File: config.mk
export PLATFORM = sky130hd
export DESIGN_NAME = rc4_ksa_engine_flat
export DESIGN_NICKNAME = d
export VERILOG_FILES = /design/src/rtl/rc4_ksa_engine_if.sv /design/src/rtl/rc4_ksa_engine.sv /design/src/flat_wrapper.sv
export SDC_FILE = /design/constraint.sdc
export NUM_CORES = 1
export LEC_CHECK = 0
export BUFFER_PORTS_ARGS = -buffer_cell sky130_fd_sc_hd__buf_2
export CAP_MARGIN = 20
export CORE_MARGIN = 2
export CORE_UTILIZATION = 45
export CTS_CLUSTER_DIAMETER = 120
export DETAILED_ROUTE_END_ITERATION = 8
export PLACE_DENSITY = 0.67
export SYNTH_ARGS = -nofsm -noshare
export SYNTH_HDL_FRONTEND = slang
export SYNTH_SLANG_ARGS = --single-unit
File: constraint.sdc
create_clock -name clk -period 2.9 [get_ports clk]
set_clock_uncertainty 0.15 [all_clocks]
set_input_delay 0.58 -clock clk [delete_from_list [all_inputs] [get_ports clk]]
set_output_delay 0.58 -clock clk [all_outputs]
set_load 0.1 [all_outputs]
File: src/rtl/rc4_ksa_engine_if.sv
// Control and S-box RAM bundle for the RC4 key-scheduling engine.
// The engine takes the slave side; the decryption controller and the RAM take the master side.
interface rc4_ksa_if #(
    parameter int KEY_BYTES = 3
);
    logic                   start;
    logic                   abort;
    logic [KEY_BYTES*8-1:0] key;
    logic                   busy;
    logic                   done;
    logic [7:0]             mem_addr;
    logic [7:0]             mem_wdata;
    logic                   mem_wren;
    logic [7:0]             mem_rdata;

    modport slave (
        input  start, abort, key, mem_rdata,
        output busy, done, mem_addr, mem_wdata, mem_wren
    );

    modport master (
        output start, abort, key, mem_rdata,
        input  busy, done, mem_addr, mem_wdata, mem_wren
    );
endinterface

File: src/rtl/rc4_ksa_engine.sv
// RC4 key-scheduling engine driving an external 256x8 S-box RAM.
// Optionally fills S[i]=i, then runs the 256-step swap loop
// j = j + S[i] + key[i mod KEY_BYTES]; swap(S[i], S[j]).
// The RAM read latency is a parameter; each read waits MEM_RD_LAT cycles.
module rc4_ksa_engine #(
    parameter int KEY_BYTES  = 3,
    parameter int MEM_RD_LAT = 1,
    parameter int INIT_EN    = 1
) (
    input  logic      clk,
    input  logic      reset,
    rc4_ksa_if.slave  bus
);

    localparam int              KW        = (KEY_BYTES > 1) ? $clog2(KEY_BYTES) : 1;
    localparam logic [KW-1:0]   K_LAST    = KW'(KEY_BYTES - 1);
    localparam logic [1:0]      WAIT_LAST = 2'(MEM_RD_LAT - 1);

    typedef enum logic [3:0] {
        IDLE,
        FILL,
        RD_SI,
        WT_SI,
        RD_SJ,
        WT_SJ,
        WR_J,
        WR_I,
        DONE
    } state_t;

    state_t                 state;
    state_t                 next_state;

    logic [7:0]             i;
    logic [7:0]             j;
    logic [7:0]             si;
    logic [7:0]             sj;
    logic [KW-1:0]          k;
    logic [1:0]             wait_cnt;
    logic [KEY_BYTES*8-1:0] key_reg;

    logic [7:0]             addr_q;
    logic [7:0]             wdata_q;
    logic [7:0]             addr_d;
    logic [7:0]             wdata_d;
    logic                   wren_d;

    logic [7:0]             key_byte;
    logic                   wait_last;
    logic                   accept;
    logic                   run_abort;

    assign key_byte  = 8'(key_reg >> {k, 3'b000});
    assign wait_last = (wait_cnt == WAIT_LAST);
    assign accept    = (state == IDLE) && bus.start && !bus.abort;
    assign run_abort = bus.abort && (state != IDLE) && (state != DONE);

    assign bus.mem_addr  = addr_d;
    assign bus.mem_wdata = wdata_d;
    assign bus.mem_wren  = wren_d;
    assign bus.busy      = (state != IDLE) && (state != DONE);
    assign bus.done      = (state == DONE);

    // State register; reset and abort both land in IDLE.
    always_ff @(posedge clk or posedge reset) begin
        if (reset) begin
            state <= IDLE;
        end else begin
            state <= next_state;
        end
    end

    // Next state and RAM port drive; address/data hold their last value unless a state owns them, and abort cancels any write this cycle.
    always_comb begin
        next_state = state;
        addr_d     = addr_q;
        wdata_d    = wdata_q;
        wren_d     = 1'b0;
        case (state)
            IDLE: begin
                if (accept) begin
                    next_state = (INIT_EN != 0) ? FILL : RD_SI;
                end
            end
            FILL: begin
                addr_d  = i;
                wdata_d = i;
                wren_d  = 1'b1;
                if (i == 8'hFF) begin
                    next_state = RD_SI;
                end
            end
            RD_SI: begin
                addr_d     = i;
                next_state = WT_SI;
            end
            WT_SI: begin
                addr_d = i;
                if (wait_last) begin
                    next_state = RD_SJ;
                end
            end
            RD_SJ: begin
                addr_d     = j;
                next_state = WT_SJ;
            end
            WT_SJ: begin
                addr_d = j;
                if (wait_last) begin
                    next_state = WR_J;
                end
            end
            WR_J: begin
                addr_d     = j;
                wdata_d    = si;
                wren_d     = 1'b1;
                next_state = WR_I;
            end
            WR_I: begin
                addr_d     = i;
                wdata_d    = sj;
                wren_d     = 1'b1;
                next_state = (i == 8'hFF) ? DONE : RD_SI;
            end
            DONE: begin
                next_state = IDLE;
            end
            default: begin
                next_state = IDLE;
            end
        endcase
        if (run_abort) begin
            next_state = IDLE;
            wren_d     = 1'b0;
        end
    end

    // Index, key and read-data registers advancing with the schedule; the key copy is taken only on an accepted start.
    always_ff @(posedge clk or posedge reset) begin
        if (reset) begin
            i        <= 8'd0;
            j        <= 8'd0;
            si       <= 8'd0;
            sj       <= 8'd0;
            k        <= '0;
            wait_cnt <= 2'd0;
            key_reg  <= '0;
            addr_q   <= 8'd0;
            wdata_q  <= 8'd0;
        end else begin
            addr_q  <= addr_d;
            wdata_q <= wdata_d;
            case (state)
                IDLE: begin
                    if (accept) begin
                        key_reg  <= bus.key;
                        i        <= 8'd0;
                        j        <= 8'd0;
                        k        <= '0;
                        wait_cnt <= 2'd0;
                    end
                end
                FILL: begin
                    i <= i + 8'd1;
                end
                RD_SI: begin
                    wait_cnt <= 2'd0;
                end
                WT_SI: begin
                    if (wait_last) begin
                        si <= bus.mem_rdata;
                        j  <= j + bus.mem_rdata + key_byte;
                    end else begin
                        wait_cnt <= wait_cnt + 2'd1;
                    end
                end
                RD_SJ: begin
                    wait_cnt <= 2'd0;
                end
                WT_SJ: begin
                    if (wait_last) begin
                        sj <= bus.mem_rdata;
                    end else begin
                        wait_cnt <= wait_cnt + 2'd1;
                    end
                end
                WR_I: begin
                    if (i != 8'hFF) begin
                        i <= i + 8'd1;
                        k <= (k == K_LAST) ? '0 : k + KW'(1);
                    end
                end
                default: begin
                end
            endcase
        end
    end

endmodule

File: src/flat_wrapper.sv
// flat-port wrapper written by rule: the top's interface ports become plain ports
module rc4_ksa_engine_flat 
#(
    parameter int KEY_BYTES  = 3,
    parameter int MEM_RD_LAT = 1,
    parameter int INIT_EN    = 1
)
  (clk, reset, bus_start, bus_abort, bus_key, bus_mem_rdata, bus_busy, bus_done, bus_mem_addr, bus_mem_wdata, bus_mem_wren);
  rc4_ksa_if #(.KEY_BYTES(KEY_BYTES)) bus_i ();
  input  logic clk;
  input  logic reset;
  input wire logic [$bits(bus_i.start)-1:0] bus_start;
  input wire logic [$bits(bus_i.abort)-1:0] bus_abort;
  input wire logic [$bits(bus_i.key)-1:0] bus_key;
  input wire logic [$bits(bus_i.mem_rdata)-1:0] bus_mem_rdata;
  output wire logic [$bits(bus_i.busy)-1:0] bus_busy;
  output wire logic [$bits(bus_i.done)-1:0] bus_done;
  output wire logic [$bits(bus_i.mem_addr)-1:0] bus_mem_addr;
  output wire logic [$bits(bus_i.mem_wdata)-1:0] bus_mem_wdata;
  output wire logic [$bits(bus_i.mem_wren)-1:0] bus_mem_wren;
  assign bus_i.start = bus_start;
  assign bus_i.abort = bus_abort;
  assign bus_i.key = bus_key;
  assign bus_i.mem_rdata = bus_mem_rdata;
  assign bus_busy = bus_i.busy;
  assign bus_done = bus_i.done;
  assign bus_mem_addr = bus_i.mem_addr;
  assign bus_mem_wdata = bus_i.mem_wdata;
  assign bus_mem_wren = bus_i.mem_wren;
  rc4_ksa_engine #(.KEY_BYTES(KEY_BYTES), .MEM_RD_LAT(MEM_RD_LAT), .INIT_EN(INIT_EN)) u_core (.clk(clk), .reset(reset), .bus(bus_i));
endmodule
**Yosys cells after proc, flatten, opt, wreduce, memory -nomap -nowiden**

Cells that the tools add are included.

- Register bits after elaboration: 80
- Input bits: 36
- Output and inout port bits: 19
- Word-level logic and storage cells: 84

- $add $sub $neg: 5
- Eq/ne operators: 20
- Shift-type cells: 1
- Muxes and demuxes: 22
- Reductions and logical operators: 26

Operators with widths:

| operator | count |
|---|---|
| $pmux W8 S3 | 2 |
| $pmux W4 S8 | 1 |
| $pmux W8 S2 | 2 |
| $mux W4 | 6 |
| $mux W8 | 3 |
| $shr A24 B5 Y8 | 1 |
| $add A8 B8 Y8 | 2 |
| $eq A4 B3 Y1 const B | 4 |
| $ne A3 B1 Y1 const B | 4 |
| $reduce_and A3 Y1 | 4 |
| $add A8 B1 Y8 const B | 1 |
| $eq A4 B2 Y1 const B | 2 |
| $eq A8 B8 Y1 const B | 1 |
| $mux W2 | 4 |
| $ne A8 B8 Y1 const B | 1 |
| $ne A2 B1 Y1 const B | 3 |
| $pmux W2 S3 | 1 |
| $reduce_and A2 Y1 | 3 |
| $reduce_bool A3 Y1 | 2 |
| $reduce_or A3 Y1 | 2 |
| $logic_and A1 B1 Y1 | 5 |
| $add A2 B1 Y2 const B | 2 |
| $eq A4 B1 Y1 const B | 1 |
| $eq A4 B4 Y1 const B | 1 |
| other kinds (13) | 16 |

**Logic depth before layout (Yosys ltp)**

Gate-level depths: netlist of the first run.

- Depth in word-level cells: 6
- Depth in mapped cells: 13
- Mapped depth without buffers: 12

**Worst setup path after synthesis of the first run**

No wires, ideal clock.

- Path type: flip-flop to output port
- From: register u_core.state[1]
- To: output bus_mem_wdata[0]
- Arrival time: 3244 ps
- Required time: 2170 ps
- Path slack: -1074 ps
- Cell stages (with the launch flop): 6
- Path buffers: 2
- Cells stage by stage: dfrtp_1 buf_2 and3b_1 clkbuf_1 a22oi_1 o21ai_0

- Word-level cells in the longest chain between the ends: 2
- Elaborated cells on any way between the ends: 4
- Classes of those cells: eq/ne (3); mux (1)

RTL lines:

| item | RTL line | text |
|---|---|---|
| start, declared | rc4_ksa_engine.sv:31 | `state_t state;` |
| start signal, assigned | rc4_ksa_engine.sv:69 | `state <= next_state;` |
| $eq A4 B3 Y1 or $eq A4 B1 Y1 (tied branches) | rc4_ksa_engine.sv:79 | `case (state)` |
| $pmux W8 S3 * | rc4_ksa_engine.sv:79 |  |
| end, declared | flat_wrapper.sv:19 | `output wire logic [$bits(bus_i.mem_wdata)-1:0] bus_mem_wdata;` |

Mark *: on every way between the ends. The rest lies on a longest branch, timed or not.

**Worst setup path after layout of the first run**

- From: register u_core.k[0]
- To: register u_core.j[7]

- Word-level cells in the longest chain between the ends: 4

RTL lines:

| item | RTL line | text |
|---|---|---|
| start, declared | rc4_ksa_engine.sv:38 | `logic [KW-1:0] k;` |
| start signal, assigned | rc4_ksa_engine.sv:190 | `k <= (k == K_LAST) ? '0 : k + KW'(1);` |
| $shr A24 B5 Y8 | rc4_ksa_engine.sv:53 | `assign key_byte = 8'(key_reg >> {k, 3'b000});` |
| $add A8 B8 Y8 | rc4_ksa_engine.sv:172 | `j <= j + bus.mem_rdata + key_byte;` |
| $mux W8 | rc4_ksa_engine.sv:170 | `if (wait_last) begin` |
| $pmux W8 S2 | rc4_ksa_engine.sv:153 | `case (state)` |
| end signal, assigned | rc4_ksa_engine.sv:172 |  |
| end, declared | rc4_ksa_engine.sv:35 | `logic [7:0] j;` |

Every way passes these cells. The select of a mux whose other input is x is not followed.
A chain may end at the register's enable or synchronous reset.

==> flow_metrics.tcl, run 1 <==
set metrics [dict create \
    share_clk_of_total_power_pct 19.2 \
    root_buffer "clkbuf_8" \
    sequential_power_share_pct 38.4 \
    clock_insertion_delay_worst_skew_ns 0.35 \
    highest_attainable_clock_frequency_mhz 353 \
    wirelength_microns 9560 \
    globalplace.congestion 0.853 \
    start_util_pct 46.7 \
    layout-drive-gt1-share_pct 29.2 \
    end_kind "flip-flop" \
    grt_setup_unrepaired "true" \
    synth-main-ff-cell "dfrtp_1" \
    power_switching_share_pct 38.8 \
    pwr_density_cell_nw_per_um2 828 \
    outcome "complete, no violations" \
    synth_sequential_area_ratio_pct 48.7 \
    postRouteAntennaNets 0 \
    crit_type "flip-flop to flip-flop" \
    tritoncts "built" \
    timing_hold_violations_final 0 \
    num_io_pins 55 \
    worst_slew_margin_rel_pct 62.2 \
    synth_cell_types 56 \
    met3_resource_use_gr_pct 4.08 \
    synth_largest_area_cell "dfrtp_1" \
    grt_antenna_before_repair 0 \
    drt_pre_antenna_iters 5 \
    drtIter0Drc 194 \
    power_frac_comb_pct 42.4 \
    cts-htree-levels 3 \
    timing.reg2reg.worst_path_depth 10 \
    worstPathArrival_ns 2.92 \
    period_needed_ns 2.83 \
    route.vias.total 3230 \
    place_area_sq_um 4880 \
    syn-num-nets 462 \
    die_h_microns 99.6 \
    worst_setup_hold_path_clk_slew_ns 0.09 \
    first_pass_grt_wire_length_microns 16200 \
    number_of_diodes 0 \
    die_area_sq_um 9920 \
    row_count 34 \
    final_slew_viol_count 0 \
    synth.most_common_cell "nand2_1" \
    use_met2_pct 33.7 \
    dp_hpwl_microns 6890 \
    internal_power_mw 2.58 \
    timing.final.crit_share_pct 97.6 \
    p_sw_mw 1.64 \
    timing.max_cap.violations 0 \
    synth.cell_area_sq_um 4110 \
    grt_pass1_vias 3271 \
    post-synth-top-area-fraction_pct 48.7 \
    post_drt_wl_per_cell_microns 16.3 \
    layout.cell_area.non_filler_sq_um 5090 \
    irDropWorstVdd_v 0.000418 \
    slew_at_the_pin_with_the_worst_max_slew_slack_ns 0.567 \
    most_crowded_layer_gr "met2" \
    timing.critical_path.fanout_max 5 \
    timing.final.setup_violations 0 \
    cts_max_path_buffers 2 \
    coreArea_sq_um 8810 \
    cp-start-kind "flip-flop" \
    largest_register_ffs 24 \
    remaining_drc_errors 0 \
    die_w_microns 99.6 \
    pin_count_of_the_biggest_net_entering_global_routing 81 \
    cts_made_buffers 9 \
    clkSinkCount 80 \
    finished_core_util_pct 57.8 \
    postSynthCellCount 410 \
    grt.total_usage_pct 20.7 \
    globalRouteOverflowTotal 0 \
    layout-area-overhead-vs-synth_pct 23.8 \
    final_net_count 527 \
    yosys_warnings 0 \
    synth_top_cells_by_count "nand2_1 (102), dfrtp_1 (80), o21ai_0 (24)" \
    worst_ep_required_time_ns 2.99 \
    p_leak_nw 2.43 \
    ys_async_sr_fraction_pct 100 \
    postSynthAreaPerCell_sq_um 10.0 \
    global_route.usage.met1_pct 28.0 \
    path_category_of_the_worst_min_delay_check "input pin to async pin" \
    vias_per_cell 5.49 \
    ys_seq_elements 80 \
    post_synth_edffs 0 \
    number_of_input_and_output_port_buffers_inserted 54 \
    synthTopCellsByArea "dfrtp_1 (49%), nand2_1 (9.3%), fa_1 (3.9%)" \
]
==> repair_timing <==
item | in CTS | in global routing
setup endpoints to repair | 9 | 11
buffers inserted | 1 | 0
gates resized for setup | 4 | 6
endpoints found under the hold margin | 0 | 0
pin swaps | 2 | 2
hold buffers | 0 | 0
==> critical path, stage by stage (launching register included) <==
cell and delay, ns:
dfrtp_2 0.45, buf_4 0.17, mux2i_1 0.11, o21ai_0 0.20, fa_1 0.45, ha_1 0.34, nor2b_2 0.17, o31a_1 0.27
o22ai_2 0.15, xnor2_1 0.08, a22o_1 0.18
==> metal layers <==
layer / share of wire, % / wire length [microns]
met4: 1.3 / 122
met3: 5.0 / 478
met5: 0 / 0
met1: 46 / 4400
met2: 48 / 4560
==> cell usage in the layout (no fill, tap or decap), types with 4 or more instances in the layout <==
master    instances
a21oi_1          10
nand2b_1          5
o31ai_1           5
inv_2             9
mux2_4            8
nand2_1         102
inv_1             6
xnor2_1           5
clkbuf_8          9
o21ai_2           8
nor2_1            8
a22oi_1          15
and3_1            4
o21ai_0          14
mux2_2            9
mux2i_1           8
nor3_1            4
nand3_1          10
buf_2            37
o21ai_1           6
dfrtp_1          78
a222oi_1          8
buf_4            19
a22o_1            4
xor2_1            4
clkinv_2          4
buf_12           18
ha_1              8
fa_1              7
==> area by class of cell <==
type,instances,area (sq um)
Sequential cell,80,2000
Tap cell,108,135
Clock buffer,10,128
Timing Repair Buffer,74,688
Inverter,16,61.3
Multi-Input combinational cell,294,2010
Fill cell,731,3710
Clock inverter,6,60.1
==> power groups by stage <==
stage / registers [mW] / logic [mW] / clock network (mW)
2_1_floorplan: 1.56 / 1.27 / 0
3_3_place_gp: 1.63 / 1.68 / 0
3_5_place_dp: 1.64 / 1.73 / 0
4_1_cts: 1.62 / 1.77 / 0.819
5_1_grt: 1.66 / 1.94 / 0.868
6_report: 1.62 / 1.79 / 0.810
==> final timing paths <==
kind,from,end,slack (ns)
min in group clk,bus_key[14],u_core.key_reg[14]$_DFFE_PP0P_,0.26
hold reg to reg,u_core.key_reg[11]$_DFFE_PP0P_,u_core.key_reg[11]$_DFFE_PP0P_,0.33
max in group asynchronous,reset,u_core.state[1]$_DFFE_PP0P_,2.10
setup reg to reg,u_core.k[0]$_DFFE_PP0P_,u_core.j[7]$_DFFE_PP0P_,0.07
hold / removal,reset,u_core.key_reg[6]$_DFFE_PP0P_,0.13
setup / recovery,u_core.k[0]$_DFFE_PP0P_,u_core.j[7]$_DFFE_PP0P_,0.07
==> through the flow <==
stage | setup WS [ns] | power [mW] | std cells | TNS, ns | hold WS (ns)
finish | 0.0695 | 4.22 | 588 | 0 | 0.129
global route | -0.0616 | 4.47 | 588 | -0.0925 | 0.158
CTS | 0.00418 | 4.21 | 588 | 0 | 0.166
detailed placement | -0.00937 | 3.37 | 571 | -0.00937 | 0.313
global placement | 0.0762 | 3.30 | 571 | 0 | 0.300
floorplan | 0.0303 | 2.84 | 410 | 0 | 0.289
==> logic make-up (layout without fill, tap and decap cells) <==
family | after synthesis | in the layout | share of synthesized area (%)
muxes | 25 | 25 | 7.33
DFF | 80 | 80 | 48.7
buffers and inverters | 36 | 106 | 3.77
AOI/OAI and AO/OA | 83 | 83 | 13.7
xor gates and xnor gates | 9 | 9 | 1.92
adders and majority gates | 16 | 16 | 6.33
and+or+nand+nor | 161 | 161 | 18.3
Note: power is estimated with default switching activity, not from simulation.
==> run 2, diff against run 1 <==
RECOVER_POWER = 25   (was unset)
==> flow_metrics.tcl, run 2 (synthesis gave the netlist of run 1 again) <==
set metrics [dict create \
    outcome "complete, but fails checks" \
    violations "capacitance limit, slew limit" \
    number_of_diodes 0 \
    tritoncts "built" \
    p_leak_nw 2.43 \
    layout-area-overhead-vs-synth_pct 23.4 \
    crit_type "flip-flop to flip-flop" \
    cts-htree-levels 3 \
    pin_count_of_the_biggest_net_entering_global_routing 81 \
    critical_r2r_launch "u_core.k[0]$_DFFE_PP0P_" \
    timing.final.crit_share_pct 97.6 \
    hold_path.startpoint "bus_key[14]" \
    layout-drive-gt1-share_pct 29.2 \
    first_pass_grt_wire_length_microns 16200 \
    coreArea_sq_um 8810 \
    dp_hpwl_microns 6890 \
    row_count 34 \
    highest_attainable_clock_frequency_mhz 353 \
    grt_pass1_vias 3271 \
    worst_setup_hold_path_clk_slew_ns 0.09 \
    cts_max_path_buffers 2 \
    timing_hold_violations_final 0 \
    path_category_of_the_worst_min_delay_check "input pin to flip-flop" \
    drt_pre_antenna_iters 5 \
    final_net_count 527 \
    worstPathArrival_ns 2.92 \
    rr_endpoint "u_core.j[7]$_DFFE_PP0P_" \
    most_frequent_standard_cell_in_the_layout_excluding_fill_and_tap_cells "nand2_1" \
    worst_ep_required_time_ns 2.99 \
    drtIter0Drc 183 \
    period_needed_ns 2.83 \
    irDropWorstVdd_v 0.000418 \
    global_route.usage.met1_pct 28.0 \
    postRouteAntennaNets 0 \
    post_drt_wl_per_cell_microns 16.2 \
    timing.max_cap.violations 1 \
    clkSinkCount 80 \
    regToRegSetupSlack_ns 0.07 \
    die_w_microns 99.6 \
    globalRouteOverflowTotal 0 \
    report.power.total_mw 4.21 \
    slew_at_the_pin_with_the_worst_max_slew_slack_ns 1.92 \
    die_area_sq_um 9920 \
    vias_per_cell 5.51 \
    grt_setup_unrepaired "true" \
    hold_depth 3 \
    clock_insertion_delay_worst_skew_ns 0.35 \
    place_worst_setup_slack_ns -0.00937 \
    use_met2_pct 33.7 \
    timing.reg2reg.worst_path_depth 10 \
    worst_slew_margin_rel_pct -27.9 \
    most_crowded_layer_gr "met2" \
    placed_cells_incl_taps 571 \
    timing.critical_path.fanout_max 5 \
    start_util_pct 46.7 \
    number_of_input_and_output_port_buffers_inserted 54 \
    cp-start-kind "flip-flop" \
    pwr_density_cell_nw_per_um2 830 \
    final_cells 588 \
    final_slew_viol_count 81 \
    grt_antenna_before_repair 0 \
    postLayoutSetupSlackWorst_ns 0.0695 \
    met3_resource_use_gr_pct 4.08 \
    num_io_pins 55 \
    globalplace.congestion 0.853 \
    timing.final.setup_violations 0 \
    grt.total_usage_pct 20.7 \
    root_buffer "clkbuf_8" \
    remaining_drc_errors 0 \
    largest_register_ffs 24 \
    cts_made_buffers 9 \
    end_kind "flip-flop" \
    commonest_cells_after_routing_fill_and_taps_aside "nand2_1 (102), dfrtp_1 (78), buf_2 (37), buf_4 (19), buf_12 (17)" \
    route.vias.total 3239 \
    whs_endpoint "u_core.key_reg[14]$_DFFE_PP0P_" \
    die_h_microns 99.6 \
    wirelength_microns 9550 \
]
## run 2: cell types whose count changed in the layout (fill, tap and decap cells not counted)
cell        delta
buf_12         -1
clkinv_2       -1
clkinvlp_2     +1
clkbuf_2       +1
## run 2: how the worst max path moves through the flow
stage                                          to  depth (start not counted)                     from
after floorplan           u_core.j[7]$_DFFE_PP0P_                         12  u_core.k[0]$_DFFE_PP0P_
after global placement    u_core.j[7]$_DFFE_PP0P_                         10         bus_mem_rdata[1]
after detailed placement  u_core.j[7]$_DFFE_PP0P_                         12  u_core.k[0]$_DFFE_PP0P_
after CTS                 u_core.j[7]$_DFFE_PP0P_                         11  u_core.k[0]$_DFFE_PP0P_
after global routing      u_core.j[7]$_DFFE_PP0P_                         11  u_core.k[0]$_DFFE_PP0P_
final                     u_core.j[7]$_DFFE_PP0P_                         10  u_core.k[0]$_DFFE_PP0P_
## run 2: per-stage QoR
step	hold WS, ns	cell area [sq um]	util (%)	setup TNS (ns)
after floorplan	0.289	4160	-	0
after global placement	0.300	4880	55.4	0
after detailed placement	0.313	4880	55.4	-0.00937
after CTS	0.166	5080	57.7	0
after global routing	0.260	5080	57.6	-0.0925
final	0.263	5080	57.6	0
## run 2: layer usage
metal / share of wire [%] / wire, microns
met3: 5.0 / 479
met5: 0 / 0
met4: 1.3 / 124
met2: 48 / 4620
met1: 45 / 4320
## run 2: power breakdown
part	switching, mW	internal [mW]
Combinational	1.01	0.777
Sequential	0.214	1.41
Clock	0.412	0.394
Total	1.64	2.58
## run 2: worst max-delay path: stages, from the launching register on
cell and delay (ns):
dfrtp_2 0.45, buf_4 0.17, mux2i_1 0.11, o21ai_0 0.20, fa_1 0.45, ha_1 0.34, nor2b_2 0.17, o31a_1 0.27
o22ai_2 0.15, xnor2_1 0.08, a22o_1 0.18
## run 2: repair_timing
action	in CTS	in global routing
buffers inserted	1	0
setup endpoints to repair	9	11
gates resized for setup	4	6
endpoints found under the hold margin	0	0
hold buffers	0	0
gates cloned	0	0
pin swaps	2	2
## run 2: cell type report
cell class / instances / area (sq um)
clock inverters: 6 / 60.1
well taps: 108 / 135
inverters: 16 / 61.3
multi-input cells: 294 / 2010
fillers: 733 / 3730
flip-flops and latches: 80 / 2000
repair buffers: 74 / 673
clock buffers: 10 / 128
==> run 3, diff against run 2 <==
PLACE_DENSITY = unset   (was 0.67)
REMOVE_ABC_BUFFERS = 1   (was unset)
clock period = 2.8 ns   (was 2.9 ns; I/O delays follow)
==> flow_metrics.tcl, run 3 (synthesis gave the netlist of run 1 again) <==
set metrics [dict create \
    coreArea_sq_um 8810 \
    num_io_pins 55 \
    layout.cell_area.non_filler_sq_um 5150 \
    globalRouteOverflowTotal 0 \
    commonest_cells_after_routing_fill_and_taps_aside "nand2_1 (101), dfrtp_1 (78), buf_2 (37), buf_4 (30), buf_12 (17)" \
    worst_ep_required_time_ns 2.90 \
    globalplace.congestion 0.858 \
    cts-htree-levels 3 \
    pin_count_of_the_biggest_net_entering_global_routing 81 \
    start_util_pct 46.7 \
    timing.critical_path.fanout_max 4 \
    worst_hold_slack_ns 0.232 \
    most_frequent_standard_cell_in_the_layout_excluding_fill_and_tap_cells "nand2_1" \
    postLayoutSetupSlackWorst_ns 0.000802 \
    post_drt_wl_per_cell_microns 16.4 \
    die_w_microns 99.6 \
    clock_insertion_delay_worst_skew_ns 0.36 \
    cp-start-kind "flip-flop" \
    die_h_microns 99.6 \
    cts_made_buffers 9 \
    regArea_sq_um 2000 \
    p_leak_nw 2.49 \
    place_worst_setup_slack_ns -0.0795 \
    layout-area-overhead-vs-synth_pct 25.2 \
    worst_slew_margin_rel_pct -29.6 \
    fillers 770 \
    first_pass_grt_wire_length_microns 16600 \
    grt_pass1_vias 3286 \
    cts_max_path_buffers 2 \
    vias_per_cell 5.41 \
    largest_register_ffs 24 \
    multi_input_area_sq_um 2010 \
    drt_pre_antenna_iters 5 \
    slew_at_the_pin_with_the_worst_max_slew_slack_ns 1.94 \
    worstPathArrival_ns 2.90 \
    grt_setup_unrepaired "true" \
    route.vias.total 3247 \
    violations "capacitance limit, slew limit" \
    die_area_sq_um 9920 \
    pwr_density_cell_nw_per_um2 871 \
    irDropWorstVdd_v 0.000434 \
    layout-drive-gt1-share_pct 29.1 \
    timing_hold_violations_final 0 \
    timing.final.crit_share_pct 100 \
    remaining_drc_errors 0 \
    postCtsHoldBufs 0 \
    path_category_of_the_worst_min_delay_check "input pin to flip-flop" \
    place_area_sq_um 4910 \
    end_kind "flip-flop" \
    highest_attainable_clock_frequency_mhz 357 \
    wirelength_microns 9850 \
    final_net_count 539 \
    grt_antenna_before_repair 0 \
    dp_hpwl_microns 7120 \
    timing.final.setup_violations 0 \
    worst_setup_hold_path_clk_slew_ns 0.09 \
    tritoncts "built" \
    timing.max_cap.violations 1 \
    number_of_diodes 0 \
    postRouteAntennaNets 0 \
    outcome "complete, but fails checks" \
    number_of_input_and_output_port_buffers_inserted 54 \
    grt.total_usage_pct 21.4 \
    clkSinkCount 80 \
    root_buffer "clkbuf_8" \
    crit_type "flip-flop to flip-flop" \
    period_needed_ns 2.80 \
    final_slew_viol_count 81 \
    row_count 34 \
    drtIter0Drc 141 \
]
==> run 3: through the flow <==
stage	total power [mW]	instances	TNS, ns	util (%)
finish	4.49	600	0	58.5
global route	4.78	600	-0.274	58.5
CTS	4.41	598	-0.0583	58.0
detailed placement	3.58	581	-0.0887	55.8
global placement	3.53	581	0	55.8
floorplan	2.90	390	-19.80	-
==> run 3: path summary, 6_finish.rpt <==
check / start / depth (start not counted) / slack (ns) / end
setup / recovery: u_core.k[0]$_DFFE_PP0P_ / 11 / 0.0008 / u_core.j[7]$_DFFE_PP0P_
hold / removal: bus_key[23] / 3 / 0.23 / u_core.key_reg[23]$_DFFE_PP0P_
setup reg to reg: u_core.k[0]$_DFFE_PP0P_ / 11 / 0.0008 / u_core.j[7]$_DFFE_PP0P_
hold reg to reg: u_core.key_reg[11]$_DFFE_PP0P_ / 2 / 0.33 / u_core.key_reg[11]$_DFFE_PP0P_
max in group asynchronous: reset / 3 / 0.46 / u_core.k[0]$_DFFE_PP0P_
min in group asynchronous: reset / 3 / 0.74 / u_core.wdata_q[4]$_DFF_PP0_
==> run 3: critical path, stage by stage (launching register included) <==
cell and delay (ns):
dfrtp_2 0.44, mux2i_1 0.24, o21ai_1 0.11, fa_1 0.49, ha_2 0.18, inv_2 0.04, fa_2 0.35, nor2b_2 0.15
o31a_1 0.17, o22ai_2 0.09, xnor2_1 0.12, a22o_1 0.17
==> run 3: per-layer routing <==
metal | up-vias | track usage (%) | part of all wire (%)
met4 | 0 | 5.58 | 1.1
met1 | 1579 | 29.4 | 46
met5 | - | 0 | 0
met2 | 75 | 34.6 | 48
met3 | 9 | 4.57 | 4.3
li1 | 1584 | - | -
==> run 3: timing repair <==
action,CTS,global route
endpoints found under the setup margin,10,19
gates resized for setup,7,22
setup buffers,1,2
pin swaps,1,5
cloned,0,0
==> run 3: layout make-up <==
class | instances | share of cell area (%)
inverter | 16 | 1.19
clock inverter | 7 | 1.04
tap | 108 | 2.62
clock buffer | 9 | 2.40
sequential | 80 | 38.9
timing repair buffer | 86 | 14.9
multi-input combinational | 294 | 38.9
==> run 3: report_power, final <==
group	switching, mW	internal, mW
combinational	1.07	0.940
clock	0.467	0.331
sequential	0.230	1.46
total	1.76	2.73
